File: src/rtl/ring_decode.sv
// Receive-side checker for a one-hot rotating ring: synchronises, deglitches and decodes
// the pattern, tracks legal rotation, and reports lock, steps, revolutions and errors.
module ring_decode #(
    parameter int WIDTH       = 4,
    parameter int SYNC_STAGES = 2,
    parameter int STABLE      = 3,
    parameter int LOCK_COUNT  = 4,
    parameter int REV_W       = 16
) (
    input  logic                     clock,
    input  logic                     reset,
    input  logic [WIDTH-1:0]         ring_in,
    input  logic                     clear_err,
    output logic [$clog2(WIDTH)-1:0] index,
    output logic                     valid,
    output logic                     step,
    output logic                     locked,
    output logic                     err,
    output logic                     err_sticky,
    output logic [REV_W-1:0]         rev_count
);

    localparam int IDX_W = $clog2(WIDTH);
    localparam int CNT_W = (STABLE > 1) ? $clog2(STABLE) : 1;
    localparam int GC_W  = $clog2(LOCK_COUNT + 1);
    localparam logic [CNT_W-1:0] CNT_MAX = CNT_W'(STABLE - 1);

    typedef enum logic [1:0] {SEARCH, TRACK, LOCKED} state_t;

    logic [WIDTH-1:0] sync_p0 [SYNC_STAGES];
    logic [WIDTH-1:0] s;
    logic [WIDTH-1:0] cand_p1;
    logic [CNT_W-1:0] stable_cnt_p1;
    logic [WIDTH-1:0] acc_p2;
    logic [GC_W-1:0]  good_cnt;
    state_t           state;

    logic eval_p1;
    logic onehot;
    logic legal;

    function automatic logic is_onehot(input logic [WIDTH-1:0] n);
        return (n != '0) && ((n & (n - {{(WIDTH-1){1'b0}}, 1'b1})) == '0);
    endfunction

    function automatic logic [IDX_W-1:0] enc_index(input logic [WIDTH-1:0] n);
        logic [IDX_W-1:0] r;
        r = '0;
        for (int i = 0; i < WIDTH; i++) begin
            if (n[i]) r = IDX_W'(i);
        end
        return r;
    endfunction

    function automatic logic [CNT_W-1:0] sat_inc(input logic [CNT_W-1:0] v);
        return (v == CNT_MAX) ? v : v + CNT_W'(1);
    endfunction

    // Stage p0: multi-flop synchroniser on the asynchronous ring input
    always_ff @(posedge clock or negedge reset) begin
        if (!reset) begin
            for (int i = 0; i < SYNC_STAGES; i++) sync_p0[i] <= '0;
        end else begin
            sync_p0[0] <= ring_in;
            for (int i = 1; i < SYNC_STAGES; i++) sync_p0[i] <= sync_p0[i-1];
        end
    end

    assign s = sync_p0[SYNC_STAGES-1];

    // Stage p1: candidate and stability counter; any change restarts the count
    always_ff @(posedge clock or negedge reset) begin
        if (!reset) begin
            cand_p1       <= '0;
            stable_cnt_p1 <= '0;
        end else begin
            cand_p1       <= s;
            stable_cnt_p1 <= (s != cand_p1) ? '0 : sat_inc(stable_cnt_p1);
        end
    end

    assign eval_p1 = (s == cand_p1) && (stable_cnt_p1 == CNT_MAX) && (s != acc_p2);
    assign onehot  = is_onehot(s);
    assign legal   = onehot && (s == {acc_p2[WIDTH-2:0], acc_p2[WIDTH-1]});

    // Stage p2: accepted pattern, lock state machine and registered outputs
    always_ff @(posedge clock or negedge reset) begin
        if (!reset) begin
            acc_p2     <= '0;
            state      <= SEARCH;
            good_cnt   <= '0;
            index      <= '0;
            valid      <= 1'b0;
            step       <= 1'b0;
            locked     <= 1'b0;
            err        <= 1'b0;
            err_sticky <= 1'b0;
            rev_count  <= '0;
        end else begin
            step <= 1'b0;
            err  <= 1'b0;
            // A same-cycle error assignment below overrides this clear
            if (clear_err) err_sticky <= 1'b0;
            if (eval_p1) begin
                acc_p2 <= s;
                valid  <= onehot;
                if (onehot) index <= enc_index(s);
                case (state)
                    SEARCH: begin
                        if (onehot) begin
                            state    <= TRACK;
                            good_cnt <= '0;
                        end
                    end
                    TRACK: begin
                        if (legal) begin
                            step     <= 1'b1;
                            good_cnt <= good_cnt + GC_W'(1);
                            if (good_cnt == GC_W'(LOCK_COUNT - 1)) begin
                                state  <= LOCKED;
                                locked <= 1'b1;
                            end
                        end else if (onehot) begin
                            good_cnt <= '0;
                        end else begin
                            state    <= SEARCH;
                            good_cnt <= '0;
                        end
                    end
                    LOCKED: begin
                        if (legal) begin
                            step <= 1'b1;
                            if (acc_p2[WIDTH-1]) rev_count <= rev_count + REV_W'(1);
                        end else begin
                            err        <= 1'b1;
                            err_sticky <= 1'b1;
                            locked     <= 1'b0;
                            good_cnt   <= '0;
                            state      <= onehot ? TRACK : SEARCH;
                        end
                    end
                    default: begin
                        state    <= SEARCH;
                        good_cnt <= '0;
                    end
                endcase
            end
        end
    end

endmodule

File: config.mk
export PLATFORM = sky130hd
export DESIGN_NAME = ring_decode
export DESIGN_NICKNAME = d
export VERILOG_FILES = /design/src/rtl/ring_decode.sv
export SDC_FILE = /design/constraint.sdc
export NUM_CORES = 1
export LEC_CHECK = 0
export ABC_AREA = 1
export CAP_MARGIN = 20
export CELL_PAD_IN_SITES_DETAIL_PLACEMENT = 1
export CELL_PAD_IN_SITES_GLOBAL_PLACEMENT = 1
export CORE_UTILIZATION = 47
export CTS_BUF_LIST = sky130_fd_sc_hd__clkbuf_2
export DETAILED_ROUTE_END_ITERATION = 16
export GPL_TIMING_DRIVEN = 0
export HOLD_SLACK_MARGIN = 0.12
export PLACE_DENSITY = 0.95
export SETUP_SLACK_MARGIN = 0.05
export SYNTH_ARGS = -nofsm -noshare
export SYNTH_HDL_FRONTEND = slang
export SYNTH_SLANG_ARGS = --single-unit
File: constraint.sdc
create_clock -name clock -period 2.3 [get_ports clock]
set_input_delay 0.46 -clock clock [delete_from_list [all_inputs] [get_ports clock]]
set_output_delay 0.46 -clock clock [all_outputs]
set_load 0.02 [all_outputs]
==> out/summary.log <==
INFO  status         run_status=finished, final reports clean
INFO  power          power_density=434mW/mm²
INFO  timing         final.period_utilization=0.902
INFO  floorplanning  die_width=75.4µm
INFO  place          pre_cts_slack=0.506ns
INFO  timing         clock.fmax=482MHz
INFO  synthesis      synth_nets=320
INFO  clock_tree     cts.clk_slew.worst_paths=0.23ns
INFO  clock_tree     cts-resized-gates=0
INFO  floorplanning  top_level_ports=30
INFO  timing         slew_viol_final=0
INFO  worst_setup_path cp_slowest_cell=clkdlybuf4s50_1
INFO  synthesis      yosys.cell_types.count=24
INFO  floorplanning  die_ar=0.00568mm²
INFO  synthesis      postSynthRegisterBits=46
INFO  place          gpl.final_weighted_congestion=0.885
INFO  clock_tree     numClockSinks=46
INFO  timing         period_minus_slack=2.08ns
INFO  timing         setup_slack=0.225ns
INFO  cells_and_area final_core_util=0.578
INFO  floorplanning  initial_utilization=0.492
INFO  worst_setup_path cpLargestDelayFamily=buffers and inverters
INFO  floorplanning  core=0.00514mm²
INFO  cells_and_area antennaDiodeCount=0
INFO  worst_setup_path critical_path.max_fanout=5
INFO  detailed_routing router_iterations_before_antenna_repair=4
INFO  detailed_routing drt-vias-per-instance=5.01
INFO  worst_setup_path critical_path_buf_inv_count=1
INFO  clock_tree     tritoncts=yes
INFO  timing         finalSetupViolCount=0
INFO  synthesis      netlist_top_cells_count=nand2_1 (87), dfrtp_1 (46), inv_1 (38)
INFO  detailed_routing num_vias=2,074
INFO  job            drv_cap=0
INFO  synthesis      synthesis.area_per_instance=8.30µm²
INFO  timing         slew_headroom=0.733
INFO  clock_tree     clkLatencyLatePin=0.46ns
INFO  global_routing number_of_antenna_violations_at_the_first_check_in_global_routing=0
INFO  synthesis      synth_top_cell_by_area=dfrtp_1
INFO  power          power_frac_comb=0.080
INFO  worst_setup_path timing.critical_path.arrival=1.62ns
INFO  power          seq_power_share=0.649
INFO  detailed_routing wire_length_reported_by_the_detailed_router=6.35mm
INFO  timing         hold_ws=0.391ns
INFO  power          internal_power=0.934mW
INFO  detailed_routing drcViolationCount=0
INFO  synthesis      seq_area_frac_synth=0.455
INFO  clock_tree     clock-root-buffer=clkbuf_2
INFO  detailed_routing avgRoutedWirePerCell=15.3µm
INFO  worst_setup_path critPathKind=register to output pin
INFO  synthesis      post_synthesis_cell_area=0.00253mm²
INFO  cells_and_area areaGrowthSynthToFinish=17.4%
INFO  floorplanning  cell_row_count=26
INFO  synthesis      ys.flop_type=dfrtp_1
INFO  cells_and_area finalNetCount=358
INFO  clock_tree     cts_buffer_depth=2
INFO  power          power.share.switching=0.276
INFO  worst_setup_path required=1.84ns
INFO  detailed_routing route.antenna.remaining_nets=0
INFO  global_routing grt_pass1_vias=2,241
INFO  place          port-buffer-count=29
INFO  power          cellLeakagePower=1.33nW
INFO  synthesis      synth_async_sr_flop_share=1.00
INFO  synthesis      synthesis.yosys.warnings=0
INFO  timing         report.final.hold_viol_count=0
INFO  hold_path      timing.hold.worst.class=register to register
INFO  cells_and_area nFillCells=667
INFO  global_routing grt_start_max_net_pins=32
INFO  timing         finalSetupTns=0ns
INFO  power          clkPwrFrac=0.271
INFO  synthesis      synth_most_common_cell=nand2_1
INFO  clock_tree     htree_num_levels=2
INFO  synthesis      synth_cells=305
INFO  worst_setup_path crit_chain=clkdlybuf4s50_1
INFO  power          switching_power=0.356mW
INFO  timing         skew=0.0225ns
INFO  synthesis      synth_top_cell_area_share=0.455
INFO  cells_and_area layout-drive-gt1-share=0.166
INFO  floorplanning  dieHeight=75.4µm
INFO  timing         worst_slew_pin_slew=0.401ns
INFO  place          detailedPlacementHpwl=4.86mm
INFO  timing         rsz0062_at_grt=false
INFO  power          vdd.ir_drop.worst=0.241mV
INFO  worst_setup_path max_stage_delay=0.65ns
INFO  synthesis      synth_area_leaders=dfrtp_1 (45%), nand2_1 (13%), inv_1 (5.6%), o21ai_2 (4.8%), nor2_1 (4.0%)
INFO  clock_tree     cts_inserted_buffers=5
INFO  worst_setup_path critical_path.endpoint_type=output pin
INFO  synthesis      synth_edf_count=0
INFO  global_routing global_route_wire_length_before_repair=10.5mm
INFO  detailed_routing drtIter0Drc=99
INFO  worst_setup_path worst_setup_path_start_kind=register
INFO  global_routing groute.usage.overall=0.255
INFO  global_routing grt_total_ovfl=0
==> metrics by stage <==
stage,area (µm²),cells,total power [mW]
finish,2970,414,1.29
global placement,2910,404,0.943
detailed placement,2920,405,0.955
CTS,2970,414,1.31
floorplan,2530,305,0.904
global route,2970,414,1.34
==> kinds of logic after synthesis <==
group	count (synthesis)	synth area share
simple gates	159	0.293
buf+inv	47	0.0791
flops	46	0.455
compound gates	29	0.0781
xor+xnor	16	0.0554
fa+ha+maj	8	0.0395
==> metal layers <==
| metal | vias up | share of wire | track usage |
|---|---|---|---|
| met5 | - | 0 | 0 |
| met4 | 0 | 0.026 | 0.115 |
| met1 | 1016 | 0.44 | 0.312 |
| li1 | 1015 | - | - |
| met2 | 28 | 0.51 | 0.438 |
| met3 | 15 | 0.023 | 0.0450 |
==> cell usage in the layout, fill, tap and decap left out, drive strengths merged, types with 2 or more instances in the layout <==
master / instances
nand2: 102
dfrtp: 46
inv: 43
nor2: 33
clkdlybuf4s50: 28
o21ai: 25
nand3: 18
xnor2: 10
ha: 8
xor2: 6
clkbuf: 6
buf: 6
nor3: 4
a21oi: 4
clkinv: 2
==> path summary, 6_finish.rpt <==
kind	start	end	slack [ns]	depth (start not counted)
setup reg to reg	s[1]	state[1]	0.45	10
setup / recovery	rev_count[7]	rev_count[7]	0.22	1
min in group asynchronous	reset	index[0]	0.42	2
hold reg to reg	sync_p0[7]	s[3]	0.39	0
hold / removal	sync_p0[7]	s[3]	0.39	0
max in group asynchronous	reset	rev_count[14]	1.36	3
==> registers in the layout, indices dropped and copies added (netlist names), 2 cells and up <==
signal         count
rev_count         16
acc_p2             4
cand_p1            4
s                  4
sync_p0            4
good_cnt           3
index              2
stable_cnt_p1      2
state              2
==> repair_timing <==
| item | CTS | global route |
|---|---|---|
| buffers inserted | 0 | 0 |
| endpoints found under the hold margin | 15 | 0 |
| hold buffers | 1 | 0 |
==> layout make-up <==
cell class | instances | area (µm²) | share of cell area
Multi-Input combinational cell | 212 | 1180 | 0.397
Sequential cell | 46 | 1150 | 0.387
Clock inverter | 2 | 8.76 | 0.00295
Timing Repair Buffer | 31 | 315 | 0.106
Inverter | 43 | 161 | 0.0543
Clock buffer | 6 | 30.0 | 0.0101
Buffer | 4 | 38.8 | 0.0130
Tap cell | 70 | 87.6 | 0.0295
==> power groups by stage <==
stage	Clock, mW	Combinational [mW]	Sequential, mW
3_3_place_gp	0	0.0930	0.850
6_report	0.350	0.104	0.837
5_1_grt	0.387	0.118	0.840
4_1_cts	0.367	0.106	0.837
2_1_floorplan	0	0.0561	0.848
3_5_place_dp	0	0.104	0.851
(Power assumes the default switching activity.)
